[src/rtl/sha256_round_ctrl_if.sv]
// Block-transfer handshake between the padding/block buffer and the
// SHA-256 round controller. The buffer holds the 512-bit block; this
// interface carries only the valid/last/ready qualifiers.
interface sha256_round_ctrl_if;
   logic blk_valid;
   logic blk_last;
   logic blk_ready;

   modport master (
      output blk_valid,
      output blk_last,
      input  blk_ready
   );

   modport slave (
      input  blk_valid,
      input  blk_last,
      output blk_ready
   );
endinterface

[src/rtl/sha256_round_ctrl.sv]
// SHA-256 compression sequencer. Accepts blocks over a valid/ready handshake
// and drives init, round enable (ready), round_idx, w_sel, digest_update,
// wv_reload and done for the compression datapath.
// Optional feature: define SHA256_CTRL_ABORT_EN to add an abort input that
// returns the controller to IDLE from any state.
module sha256_round_ctrl #(
   parameter int NUM_ROUNDS = 64,
   parameter int BLK_CNT_W  = 16
) (
   input  logic                          clk,
   input  logic                          reset,
`ifdef SHA256_CTRL_ABORT_EN
   input  logic                          abort,
`endif
   sha256_round_ctrl_if.slave            blk,
   output logic                          init,
   output logic                          ready,
   output logic [$clog2(NUM_ROUNDS)-1:0] round_idx,
   output logic                          w_sel,
   output logic                          digest_update,
   output logic                          wv_reload,
   output logic                          done,
   output logic                          busy,
   output logic [BLK_CNT_W-1:0]          blk_cnt
);

   localparam int IDX_W = $clog2(NUM_ROUNDS);
   localparam logic [IDX_W-1:0] LAST_IDX = IDX_W'(NUM_ROUNDS - 1);

   typedef enum logic [2:0] {
      S_IDLE,
      S_INIT,
      S_ROUND,
      S_UPDATE,
      S_RELOAD,
      S_WAIT,
      S_DONE
   } state_t;

   state_t               state;
   state_t               state_nxt;
   logic [IDX_W-1:0]     cnt;
   logic [IDX_W-1:0]     cnt_nxt;
   logic [BLK_CNT_W-1:0] blk_cnt_nxt;
   logic                 last_flag;
   logic                 last_nxt;
   logic                 accept;
   logic                 abort_i;

   // Block counter never wraps: a very long message pins at all-ones.
   function automatic logic [BLK_CNT_W-1:0] sat_inc(input logic [BLK_CNT_W-1:0] v);
      return (&v) ? v : v + BLK_CNT_W'(1);
   endfunction

`ifdef SHA256_CTRL_ABORT_EN
   assign abort_i = abort;
`else
   assign abort_i = 1'b0;
`endif

   // blk_ready depends only on registered state (and abort), never on blk_valid.
   assign accept = blk.blk_valid & blk.blk_ready;

   // State, round counter, block counter and last-block flag registers.
   always_ff @(posedge clk or posedge reset) begin
      if (reset) begin
         state     <= S_IDLE;
         cnt       <= '0;
         blk_cnt   <= '0;
         last_flag <= 1'b0;
      end else begin
         state     <= state_nxt;
         cnt       <= cnt_nxt;
         blk_cnt   <= blk_cnt_nxt;
         last_flag <= last_nxt;
      end
   end

   // Next-state and counter update logic; abort overrides every transition.
   always_comb begin
      state_nxt   = state;
      cnt_nxt     = cnt;
      blk_cnt_nxt = blk_cnt;
      last_nxt    = last_flag;
      case (state)
         S_IDLE: begin
            if (accept) begin
               last_nxt    = blk.blk_last;
               blk_cnt_nxt = '0;
               state_nxt   = S_INIT;
            end
         end
         S_INIT: begin
            cnt_nxt   = '0;
            state_nxt = S_ROUND;
         end
         S_ROUND: begin
            if (cnt == LAST_IDX) begin
               cnt_nxt     = '0;
               blk_cnt_nxt = sat_inc(blk_cnt);
               state_nxt   = S_UPDATE;
            end else begin
               cnt_nxt = cnt + IDX_W'(1);
            end
         end
         S_UPDATE: begin
            state_nxt = last_flag ? S_DONE : S_RELOAD;
         end
         S_RELOAD: begin
            state_nxt = S_WAIT;
         end
         S_WAIT: begin
            // A block taken here always continues the current message.
            if (accept) begin
               last_nxt  = blk.blk_last;
               cnt_nxt   = '0;
               state_nxt = S_ROUND;
            end
         end
         S_DONE: begin
            // A block taken here starts a new message.
            if (accept) begin
               last_nxt    = blk.blk_last;
               blk_cnt_nxt = '0;
               state_nxt   = S_INIT;
            end
         end
         default: begin
            state_nxt = S_IDLE;
         end
      endcase
      if (abort_i) begin
         state_nxt   = S_IDLE;
         cnt_nxt     = '0;
         blk_cnt_nxt = '0;
         last_nxt    = 1'b0;
      end
   end

   // Output decode from registered state and round counter only.
   always_comb begin
      blk.blk_ready = 1'b0;
      init          = 1'b0;
      ready         = 1'b0;
      w_sel         = 1'b0;
      digest_update = 1'b0;
      wv_reload     = 1'b0;
      done          = 1'b0;
      busy          = 1'b1;
      round_idx     = cnt;
      case (state)
         S_IDLE: begin
            blk.blk_ready = 1'b1;
            busy          = 1'b0;
         end
         S_INIT: begin
            init = 1'b1;
         end
         S_ROUND: begin
            ready = 1'b1;
            w_sel = (32'(cnt) >= 32'd16);
         end
         S_UPDATE: begin
            digest_update = 1'b1;
         end
         S_RELOAD: begin
            wv_reload = 1'b1;
         end
         S_WAIT: begin
            blk.blk_ready = 1'b1;
         end
         S_DONE: begin
            blk.blk_ready = 1'b1;
            done          = 1'b1;
            busy          = 1'b0;
         end
         default: begin
            busy = 1'b0;
         end
      endcase
      if (abort_i) begin
         blk.blk_ready = 1'b0;
      end
   end

endmodule

[src/flat_wrapper.sv]
// flat-port wrapper written by rule: the top's interface ports become plain ports
module sha256_round_ctrl_flat 
#(
   parameter int NUM_ROUNDS = 64,
   parameter int BLK_CNT_W  = 16
)
  (clk, reset, init, ready, round_idx, w_sel, digest_update, wv_reload, done, busy, blk_cnt, blk_blk_valid, blk_blk_last, blk_blk_ready);
  sha256_round_ctrl_if blk_i ();
  input  logic clk;
  input  logic reset;
  output logic init;
  output logic ready;
  output logic [$clog2(NUM_ROUNDS)-1:0] round_idx;
  output logic w_sel;
  output logic digest_update;
  output logic wv_reload;
  output logic done;
  output logic busy;
  output logic [BLK_CNT_W-1:0] blk_cnt;
  input wire logic [$bits(blk_i.blk_valid)-1:0] blk_blk_valid;
  input wire logic [$bits(blk_i.blk_last)-1:0] blk_blk_last;
  output wire logic [$bits(blk_i.blk_ready)-1:0] blk_blk_ready;
  assign blk_i.blk_valid = blk_blk_valid;
  assign blk_i.blk_last = blk_blk_last;
  assign blk_blk_ready = blk_i.blk_ready;
  sha256_round_ctrl #(.NUM_ROUNDS(NUM_ROUNDS), .BLK_CNT_W(BLK_CNT_W)) u_core (.clk(clk), .reset(reset), .blk(blk_i), .init(init), .ready(ready), .round_idx(round_idx), .w_sel(w_sel), .digest_update(digest_update), .wv_reload(wv_reload), .done(done), .busy(busy), .blk_cnt(blk_cnt));
endmodule
[config.mk]
export PLATFORM = sky130hd
export DESIGN_NAME = sha256_round_ctrl_flat
export DESIGN_NICKNAME = d
export VERILOG_FILES = /design/src/rtl/sha256_round_ctrl_if.sv /design/src/rtl/sha256_round_ctrl.sv /design/src/flat_wrapper.sv
export SDC_FILE = /design/constraint.sdc
export NUM_CORES = 1
export LEC_CHECK = 0
export ABC_AREA = 1
export CORE_MARGIN = 2
export CORE_UTILIZATION = 52
export CTS_CLUSTER_DIAMETER = 30
export CTS_CLUSTER_SIZE = 14
export DETAILED_ROUTE_END_ITERATION = 10
export HOLD_SLACK_MARGIN = 0.03
export PLACE_DENSITY = 0.83
export SETUP_SLACK_MARGIN = 0.4
export SYNTH_ARGS = -nofsm -noshare
export SYNTH_HDL_FRONTEND = slang
export SYNTH_SLANG_ARGS = --single-unit
[constraint.sdc]
create_clock -name clk -period 1.72 [get_ports clk]
set_input_delay 0.172 -clock clk [delete_from_list [all_inputs] [get_ports clk]]
set_output_delay 0.172 -clock clk [all_outputs]
set_load 0.01 [all_outputs]
==> impl_metrics.env <==
export IMPL_drc=0
export IMPL_numPortBuffers=33
export IMPL_clock_sinks=26
export IMPL_finalHoldViolations=0
export IMPL_cts_root_buffer="clkbuf_4"
export IMPL_grt_max_degree=27
export IMPL_cts_max_path_buffers=2
export IMPL_power_density_mw_per_mm2=1520
export IMPL_overflow=0
export IMPL_syn_area_mm2=0.00174
export IMPL_cts_buffers=3
export IMPL_h_tree_depth=1
export IMPL_ys_ff_latch=26
export IMPL_path_cells="ha_2 -> nand2_2 -> nor2_2 -> nand2_2 -> nand2_4 -> nand2_4 -> nor2_4 -> buf_6 -> nand2_1 -> nand2_1"
export IMPL_synth_warning_count=0
export IMPL_cp_end_kind="register"
export IMPL_critical_path_arrival_ns=1.96
export IMPL_synth_cell_type_count=30
export IMPL_cts_tree="yes"
export IMPL_p_switching_w=0.00194
export IMPL_critPathSlowestCell="dfrtp_1"
export IMPL_placed_area_mm2=0.00218
export IMPL_yosysTopAreaCell="dfrtp_1"
export IMPL_cp_top_family="simple AND/OR/NAND/NOR gates"
export IMPL_synthTopCellsByArea="dfrtp_1 (37%), nand2_1 (21%), nor2_1 (9.1%)"
export IMPL_hold_buffers=0
export IMPL_path_buf_inv=1
export IMPL_placed_cells=340
export IMPL_p_int_w=0.00215
export IMPL_rsz0062_at_grt="yes"
export IMPL_ys_seq_area_share_pct=37.4
export IMPL_fin_area_mm2=0.00269
export IMPL_synth_cells=258
export IMPL_wirelength_um=6100
export IMPL_pwr_share_seq_pct=21.1
export IMPL_p_leak_nw=1.45
export IMPL_maxSlewHeadroom_pct=76.4
export IMPL_crit_path_start_kind="register"
export IMPL_die_h_um=61.8
export IMPL_power_frac_comb_pct=71.6
export IMPL_drive_above_1_share_pct=37.0
export IMPL_rows=20
export IMPL_finalCritPeriodShare_pct=96.7
export IMPL_path_class="reg -> reg"
export IMPL_period_minus_slack_ns=1.66
export IMPL_tightest_slew_ns=0.354
export IMPL_grt_pass1_vias=1920
export IMPL_final_fill_count=181
export IMPL_critPathMaxStageDelay_ns=0.42
export IMPL_cts_clk_slew_worst_paths_ns=0.17
export IMPL_fin_total_pwr_w=0.00408
export IMPL_routed_via_density=5.48
export IMPL_grt_pass1_wl_um=8390
export IMPL_gp_congestion=0.874
export IMPL_core_area_mm2=0.00313
export IMPL_hp_class="in -> async"
export IMPL_vias=2137
export IMPL_finalClockSkew_ns=0.0212
export IMPL_layout_cells_non_filler=390
export IMPL_worstPathMaxFanout=5
export IMPL_post_drt_wl_per_cell_um=15.6
export IMPL_max_cap_violations=0
export IMPL_swShare_pct=47.4
export IMPL_p_clk_share_pct=7.3
export IMPL_die_area_mm2=0.00382
export IMPL_first_pass_iters=5
export IMPL_syn_nets=264
export IMPL_die_w_um=61.8
export IMPL_worstPathRequired_ns=2.02
export IMPL_peakVddDrop_mv=1.51
export IMPL_insertion_delay_ns=0.34
export IMPL_place_hpwl_um=2870
export IMPL_setup_violations=0
export IMPL_initialDrtViolationCount=158
export IMPL_avgSynthCellArea_um2=6.74
export IMPL_syn2layout_area_growth_pct=54.7
export IMPL_drv_slew=0
export IMPL_status="complete, no violations"
export IMPL_nNetsFinal=353
export IMPL_grt_usage_pct=29.5
export IMPL_n_antenna_cell=0
export IMPL_yosysTopAreaCellShare_pct=37.4
export IMPL_start_util_pct=55.6
export IMPL_pin_count=34
export IMPL_antenna_found_initial=0
export IMPL_drtAntennaViolNets=0
export IMPL_fmax_ghz=0.601
[power by group through the flow]
stage               sequential, W  combinational (W)  clock, W
floorplan                0.000904            0.00120         0
global placement         0.000880            0.00178         0
detailed placement       0.000884            0.00181         0
CTS                      0.000829            0.00235  0.000284
global route             0.000870            0.00305  0.000316
finish                   0.000861            0.00292  0.000299
[synthesized netlist by cell type (all sizes together)]
cell type,n
nand3,12
o22ai,2
or2,1
o21ai,11
dfrtp,26
ha,2
nand4,2
a32o,1
o21a,1
nand2,102
inv,35
buf,3
nor2,44
a22o,1
o21bai,1
nor3,4
nand3b,2
xor2,4
a21oi,4
[cell type report]
class | count | area, µm² | area share, %
Clock buffer | 4 | 26.3 | 0.976
Inverter | 35 | 144 | 5.35
Multi-Input combinational cell | 195 | 1090 | 40.4
Sequential cell | 26 | 663 | 24.6
Tap cell | 44 | 55.1 | 2.05
Timing Repair Buffer | 86 | 717 | 26.6
[tightest hold or removal path, cell delays in order]
cell and delay, ns:
clkdlybuf4s50_1 0.42, inv_1 0.06, buf_4 0.32
[final timing paths]
kind                       cells after the start                       endpoint  slack [ns]                            start
min                                            3  u_core.blk_cnt[4]$_DFFE_PP0P_        0.19                            reset
min reg2reg                                    2   u_core.last_flag$_DFFE_PP0P_        0.53     u_core.last_flag$_DFFE_PP0P_
max                                           10  u_core.blk_cnt[9]$_DFFE_PP0P_        0.06  u_core.round_idx[0]$_DFFE_PP0P_
max reg2reg                                   10  u_core.blk_cnt[9]$_DFFE_PP0P_        0.06  u_core.round_idx[0]$_DFFE_PP0P_
min in group clk                               3   u_core.last_flag$_DFFE_PP0P_        0.40                     blk_blk_last
max in group asynchronous                      3  u_core.blk_cnt[8]$_DFFE_PP0P_        1.21                            reset
[cells by family (layout without fill, tap and decap cells)]
logic type                 count (synthesis)  after routing  synth area share (%)
and+or+nand+nor                          167            168                  42.5
buffers and inverters                     38            125                  9.43
DFF                                       26             26                  37.4
AOI/OAI and AO/OA                         21             21                  7.19
xor gates and xnor gates                   4              4                  2.01
adders and majority gates                  2              2                  1.44
[metal layers]
layer	wire, µm	part of all wire (%)	track usage [%]	up-vias
met5	0	0	0	-
met4	362	5.9	9.42	0
met3	487	8.0	4.76	45
met2	3000	49	54.9	140
met1	2240	37	34.3	976
li1	-	-	-	976
[state kept, by name, summed over array words and instances (netlist names)]
name and cells:
u_core.blk_cnt 16, u_core.last_flag 1, u_core.round_idx 6, u_core.state 3
[what timing repair did]
action	CTS	global route
gates cloned	2	0
buffers inserted	34	10
resized for setup	91	33
pin swaps	9	19
setup endpoints to repair	54	37
[stage by stage]
step	hold WS, ns	setup slack (ns)	TNS (ns)	util [%]
detailed placement	0.501	0.0646	0	69.8
finish	0.192	0.0573	0	86.0
global placement	0.500	0.102	0	69.8
global route	0.202	-0.000265	-0.000265	86.0
CTS	0.189	0.148	0	80.6
floorplan	0.212	0.170	0	-
[layout by cell type (no fill, tap or decap), drive strengths merged, types with 2 or more instances in the layout]
cell and n:
a21oi 4, buf 60, clkbuf 7, clkdlybuf4s15 2
clkdlybuf4s50 3, dfrtp 26, dlygate4sd2 18, ha 2
inv 35, nand2 102, nand3 12, nand3b 3
nand4 2, nor2 44, nor3 4, o21ai 11
o22ai 2, xor2 4
Power figures use the tool's default switching activity.
